## src/rtl/conv_layer_input_interface.sv

```systemverilog
// conv_layer_input_interface
// Command responder between the conv-layer controller, the pixel ROM and the
// kernel array. PRELOAD/LOAD fetch one image row from the ROM into a row
// buffer, SHIFT presents an ARRAY_SIZE-wide window and rotates the buffer left.
// Each command is answered by a one-cycle ack.
// Optional feature macro: CONV_IF_ERR_EN adds the sticky cmd_err output, set
// when a non-IDLE command arrives while a fetch is in progress.
module conv_layer_input_interface #(
  parameter int KERNEL_SIZE = 3,
  parameter int IMAGE_SIZE  = 8,
  parameter int ARRAY_SIZE  = 6,
  parameter int ADDR_WIDTH  = 6,
  parameter int DATA_WIDTH  = 16
) (
  input  logic                             clk,
  input  logic                             rst,
  input  logic [1:0]                       input_interface_cmd,
  output logic [1:0]                       input_interface_ack,
  output logic                             rom_rd_en,
  output logic [ADDR_WIDTH-1:0]            rom_addr,
  input  logic [DATA_WIDTH-1:0]            rom_data,
  output logic [ARRAY_SIZE*DATA_WIDTH-1:0] array_data,
  output logic                             array_valid
`ifdef CONV_IF_ERR_EN
  ,
  output logic                             cmd_err
`endif
);

  localparam int RW = (IMAGE_SIZE > 1) ? $clog2(IMAGE_SIZE) : 1;
  localparam int CW = $clog2(IMAGE_SIZE + 1);

  localparam logic [1:0] CMD_IDLE    = 2'd0;
  localparam logic [1:0] CMD_PRELOAD = 2'd1;
  localparam logic [1:0] CMD_SHIFT   = 2'd2;
  localparam logic [1:0] CMD_LOAD    = 2'd3;

  localparam logic [1:0] ACK_IDLE    = 2'd0;
  localparam logic [1:0] ACK_PRELOAD = 2'd1;
  localparam logic [1:0] ACK_SHIFT   = 2'd2;
  localparam logic [1:0] ACK_LOAD    = 2'd3;

  // The window must be exactly the number of valid kernel positions per row,
  // and a full image must fit in the ROM address space.
  if (IMAGE_SIZE - KERNEL_SIZE + 1 != ARRAY_SIZE) begin : g_bad_array
    $error("ARRAY_SIZE must equal IMAGE_SIZE-KERNEL_SIZE+1");
  end
  if (IMAGE_SIZE * IMAGE_SIZE > (1 << ADDR_WIDTH)) begin : g_bad_addr
    $error("IMAGE_SIZE^2 must fit in ADDR_WIDTH");
  end

  typedef enum logic [1:0] {S_IDLE, S_FETCH, S_LAST} state_t;

  state_t                        state_q;
  logic [RW-1:0]                 row_ptr_q;
  logic [CW-1:0]                 col_q;       // column of the next address to issue
  logic [RW-1:0]                 pres_col_q;  // column of the address on rom_addr
  logic                          pend_vld_q;  // rom_data carries a word this cycle
  logic [RW-1:0]                 pend_idx_q;  // buffer slot for that word
  logic                          op_load_q;   // current fetch came from LOAD
  logic [DATA_WIDTH-1:0]         buf_q [IMAGE_SIZE];
  logic [1:0]                    ack_q;
  logic                          rom_rd_en_q;
  logic [ADDR_WIDTH-1:0]         rom_addr_q;
  logic [ARRAY_SIZE*DATA_WIDTH-1:0] array_data_q;
  logic                          array_valid_q;
`ifdef CONV_IF_ERR_EN
  logic                          cmd_err_q;
`endif

  logic [RW-1:0]         row_d;
  logic [CW-1:0]         col_d;
  logic [ADDR_WIDTH-1:0] addr_d;

  // Row/column of the next ROM address: a new row on PRELOAD/LOAD, otherwise
  // the running column of the current fetch. Product truncates to ADDR_WIDTH.
  always_comb begin
    row_d = row_ptr_q;
    col_d = col_q;
    if (state_q == S_IDLE) begin
      col_d = '0;
      if (input_interface_cmd == CMD_PRELOAD) begin
        row_d = '0;
      end else if (input_interface_cmd == CMD_LOAD) begin
        row_d = (row_ptr_q == RW'(IMAGE_SIZE - 1)) ? '0 : row_ptr_q + 1'b1;
      end
    end
    addr_d = ADDR_WIDTH'(ADDR_WIDTH'(row_d) * ADDR_WIDTH'(IMAGE_SIZE))
           + ADDR_WIDTH'(col_d);
  end

  // Command FSM, ROM fetch sequencing, row buffer and registered outputs.
  always_ff @(posedge clk) begin
    if (rst) begin
      state_q       <= S_IDLE;
      row_ptr_q     <= '0;
      col_q         <= '0;
      pres_col_q    <= '0;
      pend_vld_q    <= 1'b0;
      pend_idx_q    <= '0;
      op_load_q     <= 1'b0;
      ack_q         <= ACK_IDLE;
      rom_rd_en_q   <= 1'b0;
      rom_addr_q    <= '0;
      array_data_q  <= '0;
      array_valid_q <= 1'b0;
      for (int i = 0; i < IMAGE_SIZE; i++) buf_q[i] <= '0;
`ifdef CONV_IF_ERR_EN
      cmd_err_q     <= 1'b0;
`endif
    end else begin
      ack_q         <= ACK_IDLE;
      array_valid_q <= 1'b0;

      // ROM answers one cycle after the strobe, so capture trails the address.
      if (pend_vld_q) buf_q[pend_idx_q] <= rom_data;
      pend_vld_q <= rom_rd_en_q;
      pend_idx_q <= pres_col_q;

      case (state_q)
        S_IDLE: begin
          case (input_interface_cmd)
            CMD_PRELOAD, CMD_LOAD: begin
              row_ptr_q   <= row_d;
              rom_rd_en_q <= 1'b1;
              rom_addr_q  <= addr_d;
              pres_col_q  <= '0;
              col_q       <= CW'(1);
              op_load_q   <= (input_interface_cmd == CMD_LOAD);
              state_q     <= S_FETCH;
            end
            CMD_SHIFT: begin
              for (int i = 0; i < ARRAY_SIZE; i++)
                array_data_q[i*DATA_WIDTH +: DATA_WIDTH] <= buf_q[i];
              for (int i = 0; i < IMAGE_SIZE; i++)
                buf_q[i] <= buf_q[(i + 1) % IMAGE_SIZE];
              array_valid_q <= 1'b1;
              ack_q         <= ACK_SHIFT;
            end
            default: ;
          endcase
        end
        S_FETCH: begin
`ifdef CONV_IF_ERR_EN
          if (input_interface_cmd != CMD_IDLE) cmd_err_q <= 1'b1;
`endif
          if (col_q == CW'(IMAGE_SIZE)) begin
            rom_rd_en_q <= 1'b0;
            state_q     <= S_LAST;
          end else begin
            rom_addr_q <= addr_d;
            pres_col_q <= RW'(col_q);
            col_q      <= col_q + 1'b1;
          end
        end
        S_LAST: begin
`ifdef CONV_IF_ERR_EN
          if (input_interface_cmd != CMD_IDLE) cmd_err_q <= 1'b1;
`endif
          ack_q   <= op_load_q ? ACK_LOAD : ACK_PRELOAD;
          state_q <= S_IDLE;
        end
        default: state_q <= S_IDLE;
      endcase
    end
  end

  assign input_interface_ack = ack_q;
  assign rom_rd_en           = rom_rd_en_q;
  assign rom_addr            = rom_addr_q;
  assign array_data          = array_data_q;
  assign array_valid         = array_valid_q;
`ifdef CONV_IF_ERR_EN
  assign cmd_err             = cmd_err_q;
`endif

endmodule

```

## config.mk

```make
export PLATFORM = sky130hd
export DESIGN_NAME = conv_layer_input_interface
export DESIGN_NICKNAME = d
export VERILOG_FILES = /design/src/rtl/conv_layer_input_interface.sv
export SDC_FILE = /design/constraint.sdc
export NUM_CORES = 1
export LEC_CHECK = 0
export ABC_CLOCK_PERIOD_IN_PS = 2370
export CORE_UTILIZATION = 49
export DETAILED_ROUTE_END_ITERATION = 6
export GPL_TIMING_DRIVEN = 1
export PLACE_DENSITY = 0.8
export SLEW_MARGIN = 20
export SYNTH_ARGS = -nofsm -noshare
export SYNTH_HDL_FRONTEND = slang
export SYNTH_SLANG_ARGS = --single-unit
```

## constraint.sdc

```tcl
create_clock -name clk -period 2.37 [get_ports clk]
set_input_delay 0.474 -clock clk [delete_from_list [all_inputs] [get_ports clk]]
set_output_delay 0.474 -clock clk [all_outputs]
set_load 0.03 [all_outputs]
```

==> impl_results.md, run 1 <==
* Final Hold Fails at 0
* Met3 usage at 4.04%
* Critical path startpoint category: input port
* Die area at 19900 um^2
* Final setup skew at 0.00877 ns
* Rows at 50
* Max Slew Vio Count at 0
* Sequential cell area at 6310 um^2
* Clk buf depth at 3
* Busiest metal layer after global routing: met2
* Placed cell areas at 11100 um^2
* Comb pwr share at 8.3%
* Global-route wire length before repair at 36600 um
* First-pass DRT Iterations at 5
* Die Width at 141 um
* Fin nets at 852
* Core area at 18800 um^2
* Dominant synthesized flop cell: edfxtp_1
* Clock transition at path regs at 0.06 ns
* CTS tree: built
* Maximum clock frequency at 0.465 GHz
* Max transition margin at 55.1%
* Pin count of the biggest net entering global routing at 42
* Met2 global-route usage at 38.8%
* N_diodes at 0
* Final-layout fill cell count at 1343
* PwrDens at 806 nW/um^2
* IO Pins at 126
* DP HPWL at 16300 um
* RD Place Congestion at 0.890
* Slew @ Worst Pin at 0.672 ns
* Post-synth top cells: a22o_1, edfxtp_1, dfxtp_1, nand2_1, o21ai_0
* # clock sinks at 251
* Final core utilization at 63.5%
* RSZ-0062 raised after global routing: no
* Net switching power at 2.33 mW
* Setup CP Type: in2reg
* Die Y at 141 um
* Switching share of power at 24.1%
* CTS Hold Bufs at 0
* Mapped cell area at 9460 um^2
* CP required at 2.78 ns
* Final non-filler cell total at 1105
* Design Area, Final at 12000 um^2
* DRC viols at 0
* Tmin final at 2.15 ns
* Detail Route Antenna Nets at 0
* Static Leak at 4.43 nW
* Total wire length at 24200 um
* Crit. End Element: register
* EDFF count, synth at 128
* Setup bufs post-CTS at 0
* CTS Root Cell: clkbuf_16
* Internal at 7.31 mW
* Layout cells sized above 1 at 11.1%
* Most frequent cell after synthesis: a22o_1
* Largest area contributor in the netlist: edfxtp_1
* Max rail drop VDD at 0.463 mV
* Total track usage at 24.3%
* Status: finished, final reports clean
* Seq/Total Area, Yosys at 66.7%
* Endpoints failing setup at 0
* CTS resizes at 0
* Total Power at 9.64 mW
* Vias/cell at 5.97
* Number of port buffers at 125
* H-tree depth at 1
* Placed Instances at 1059
* Clock Latency Late Sink at 0.52 ns
* Post-synth ARST share at 0%
* Met1 Track Usage GR at 34.2%
* Syn nets at 737
* Fin crit share at 90.7%
* WP data arrival at 2.56 ns
* Synth top area share at 40.6%
* Wire per inst at 21.9 um
* Num CTS Buffers at 25
* Unique masters post-synth at 41
* Crit-path max FO at 4
* Ys Warns at 0
* Area growth syn-to-layout at 26.4%
* Initial antenna violation count at 0
* Avg Inst Size Synth at 13.3 um^2
* Drt first-iter violations at 732
* Number of global-route vias before repair at 6230
* Vias at 6602
* Post-synthesis register bit count at 251
* Sequential Power Share at 51.8%
* Multi-input gate area at 2810 um^2
* Synth top area cells: edfxtp_1, dfxtp_1, a22o_1
* Initial core utilization at 50.2%
* Total gr overflow at 0
* Cell count after synthesis at 711
* Clock power frac at 40.0%
* Worst min path class: reg2reg
* Maxcap violations at 0
[worst paths after layout]
| path | startpoint | end | slack [ns] | cells past startpoint |
|---|---|---|---|---|
| setup / recovery | input_interface_cmd[0] | rom_addr[5] | 0.22 | 8 |
| hold / removal | rom_addr[1] | rom_addr[1] | 0.46 | 2 |
| setup reg to reg | state_q[1] | rom_addr[5] | 0.34 | 7 |
| hold reg to reg | rom_addr[1] | rom_addr[1] | 0.46 | 2 |
[metrics by stage]
stage	worst slack, ns	setup TNS, ns	hold slack, ns
floorplan	-0.117	-3.75	0.426
global placement	-0.260	-6.49	0.439
detailed placement	-0.284	-7.48	0.447
CTS	0.222	0	0.458
global route	0.140	0	0.481
finish	0.221	0	0.458
[routing by layer]
layer  routed length, um  up-vias
met5                   0        -
met4                 566        0
met3                2370       45
met2               11500      355
met1                9710     3246
li1                    -     2956
[kinds of logic after synthesis]
family / after synthesis / synth area share (%)
mux: 3 / 0.317
compound gates: 250 / 21.1
buf+inv: 77 / 3.93
xor+xnor: 2 / 0.185
flops: 251 / 66.7
fa+ha+maj: 6 / 0.794
simple gates: 122 / 7.04
[cells in the final DEF, fill, tap and decap left out, types with 3 or more instances in the layout]
cell	n
nor2_1	5
inv_1	4
clkbuf_8	3
ha_1	6
clkdlybuf4s50_1	125
clkinv_2	6
a21oi_1	9
clkinv_1	3
buf_12	14
o21ai_1	15
a22o_1	192
mux2i_1	3
o21ai_0	26
dfxtp_1	123
nor3_4	6
edfxtp_1	128
nor3_1	3
nor2b_1	5
buf_4	21
clkbuf_16	27
clkinv_4	3
nand2_1	77
[power groups by stage]
stage | clock network, mW | logic [mW] | registers (mW)
2_1_floorplan | 0 | 0.336 | 5.12
3_3_place_gp | 0 | 0.774 | 5.08
3_5_place_dp | 0 | 0.789 | 5.08
4_1_cts | 3.86 | 0.794 | 4.99
5_1_grt | 4.05 | 0.841 | 5.00
6_report | 3.85 | 0.797 | 4.99
[registers in the layout (all words and copies together) (netlist names)]
signal	cells
buf_q	128
array_data	96
rom_addr	6
col_q	4
pend_idx_q	3
pres_col_q	3
row_ptr_q	3
input_interface_ack	2
state_q	2
array_valid	1
op_load_q	1
pend_vld_q	1
rom_rd_en	1
[critical path, cell delays in order]
cell and delay, ns:
clkdlybuf4s50_1 0.49, or3b_2 0.50, nor4b_1 0.29, a21o_1 0.15
ha_1 0.15, ha_1 0.15, nor4_1 0.05, a311o_1 0.32
[cell type report]
type / count / share of cell area [%]
Sequential cell: 251 / 52.7
Multi-Input combinational cell: 383 / 23.5
Timing Repair Buffer: 160 / 14.1
Clock buffer: 31 / 6.03
Tap cell: 260 / 2.72
Clock inverter: 15 / 0.764
Inverter: 5 / 0.157
Power figures use the tool's default switching activity.
==> run 2: changes to the inputs <==
- RECOVER_POWER: default -> 50
- REMOVE_ABC_BUFFERS: default -> 1
==> run 2 against run 1 <==
Die area stayed put. Setup slack worse by 0.071 ns. Sequential share of layout area is 0.83 points higher. Cell area is 1.6% lower. Clock power is 2% lower. Clock-buffer cell count is 3 higher.
==> impl_results.md, run 2 (synthesized netlist as in run 1, its figures left out) <==
* Status: finished, final reports clean
* Clock transition at path regs at 0.06 ns
* Die area at 19900 um^2
* Die Width at 141 um
* Number of port buffers at 125
* Max rail drop VDD at 0.494 mV
* CP required at 2.56 ns
* Initial core utilization at 50.2%
* First-pass DRT Iterations at 5
* Global-route wire length before repair at 35000 um
* Setup TNS at 0 ns
* Die Y at 141 um
* Largest Register: buf_q
* Maxcap violations at 0
* # clock sinks at 251
* Most frequent cells in the layout: a22o_1, edfxtp_1, clkdlybuf4s50_1, dfxtp_1, nand2_1
* CTS tree: built
* WP data arrival at 2.41 ns
* Total Power at 9.48 mW
* Worst Setup SP: input_interface_cmd[0]
* Setup CP Type: in2reg
* Endpoints failing setup at 0
* CTS Root Cell: clkbuf_16
* Commonest non-fill, non-tap cell in the layout: a22o_1
* DRC viols at 0
* Total wire length at 22200 um
* Clk buf depth at 3
* Final setup skew at 0.0101 ns
* Crit-path max FO at 9
* Num CTS Buffers at 25
* Slew @ Worst Pin at 0.965 ns
* Initial antenna violation count at 0
* Number of global-route vias before repair at 6203
* Layout cells sized above 1 at 9.06%
* Total track usage at 22.6%
* Fin worst setup slack at 0.149 ns
* PwrDens at 806 nW/um^2
* Setup bufs post-CTS at 0
* Worst r2r path cells at 5
* R2R Path End: array_data[46]
* H-tree depth at 1
* Post-Place Worst Slack at -0.315 ns
* Largest register FFs at 128
* Design Area, Final at 11800 um^2
* Wire per inst at 20.2 um
* CTS Hold Bufs at 0
* RD Place Congestion at 0.849
* IO Pins at 126
* Placed cell areas at 11200 um^2
* Detail Route Antenna Nets at 0
* Core area at 18800 um^2
* RSZ-0062 raised after global routing: no
* Final non-filler cell total at 1099
* Tmin final at 2.22 ns
* CP Capture Point: buf_q[3][8]
* Placed Instances at 1053
* Maximum clock frequency at 0.450 GHz
* Pin count of the biggest net entering global routing at 97
* Total gr overflow at 0
* Vias/cell at 5.88
* CTS resizes at 0
* Rows at 50
* DP HPWL at 13700 um
* Worst min path class: reg2reg
* Max transition margin at 35.4%
* Final Hold Fails at 0
* Fin nets at 846
* Clock Latency Late Sink at 0.53 ns
* Critical path startpoint category: input port
* Vias at 6462
* N_diodes at 0
* Cell count of the worst hold path at 2
* Crit. End Element: register
* Fin crit share at 93.7%
* Max Slew Vio Count at 0
* Reg2reg start: state_q[0]
* Area growth syn-to-layout at 24.5%
* R2R setup slack at 0.18 ns
* Static Leak at 4.31 nW
* Drt first-iter violations at 733
-- run 2: changes by cell type in the layout (fill, tap and decap cells not counted), sizes merged --
cell / previous run / this run
clkbuf: 31 / 47
clkinv: 12 / 7
inv: 8 / 7
bufinv: 0 / 1
dlygate4sd3: 0 / 1
clkdlybuf4s50: 125 / 124
buf: 35 / 16
clkinvlp: 0 / 2
-- run 2: critical path, stage by stage --
cell	delay (ns)
clkdlybuf4s50_1	0.42
buf_4	0.15
nor4b_4	0.22
clkbuf_1	0.33
nor2_2	0.18
o21ai_1	0.22
clkbuf_2	0.41
-- run 2: worst min-delay path by stage --
| stage | startpoint | to | slack (ns) |
|---|---|---|---|
| floorplan | pres_col_q[0] | pres_col_q[0] | 0.43 |
| global placement | pres_col_q[0] | pres_col_q[0] | 0.44 |
| detailed placement | rom_addr[2] | rom_addr[2] | 0.45 |
| CTS | pres_col_q[0] | pres_col_q[0] | 0.46 |
| global route | pres_col_q[2] | pend_idx_q[2] | 0.48 |
| finish | pres_col_q[0] | pres_col_q[0] | 0.45 |
-- run 2: per-layer routing --
layer / track usage (%) / routed length, um / part of all wire [%]
met5: 0 / 0 / 0
met3: 5.23 / 1890 / 8.5
met2: 34.8 / 10100 / 46
met1: 31.8 / 9510 / 43
met4: 7.32 / 685 / 3.1
-- run 2: layout make-up --
type	instances	area [um^2]
fillers	1376	7060
inverters	5	18.8
repair buffers	154	1530
flip-flops and latches	251	6310
multi-input cells	383	2810
clock inverters	12	103
well taps	260	325
clock buffers	34	679
-- run 2: per-stage QoR --
stage	util [%]	hold slack, ns
after global routing	62.5	0.478
final	62.5	0.450
after detailed placement	59.4	0.449
after CTS	63.5	0.458
after floorplan	-	0.426
after global placement	59.4	0.438
-- run 2: power by group --
part | total, mW | switching [mW] | internal, mW
combinational | 0.752 | 0.463 | 0.289
clock | 3.77 | 1.63 | 2.13
sequential | 4.97 | 0.146 | 4.82
total | 9.48 | 2.24 | 7.24
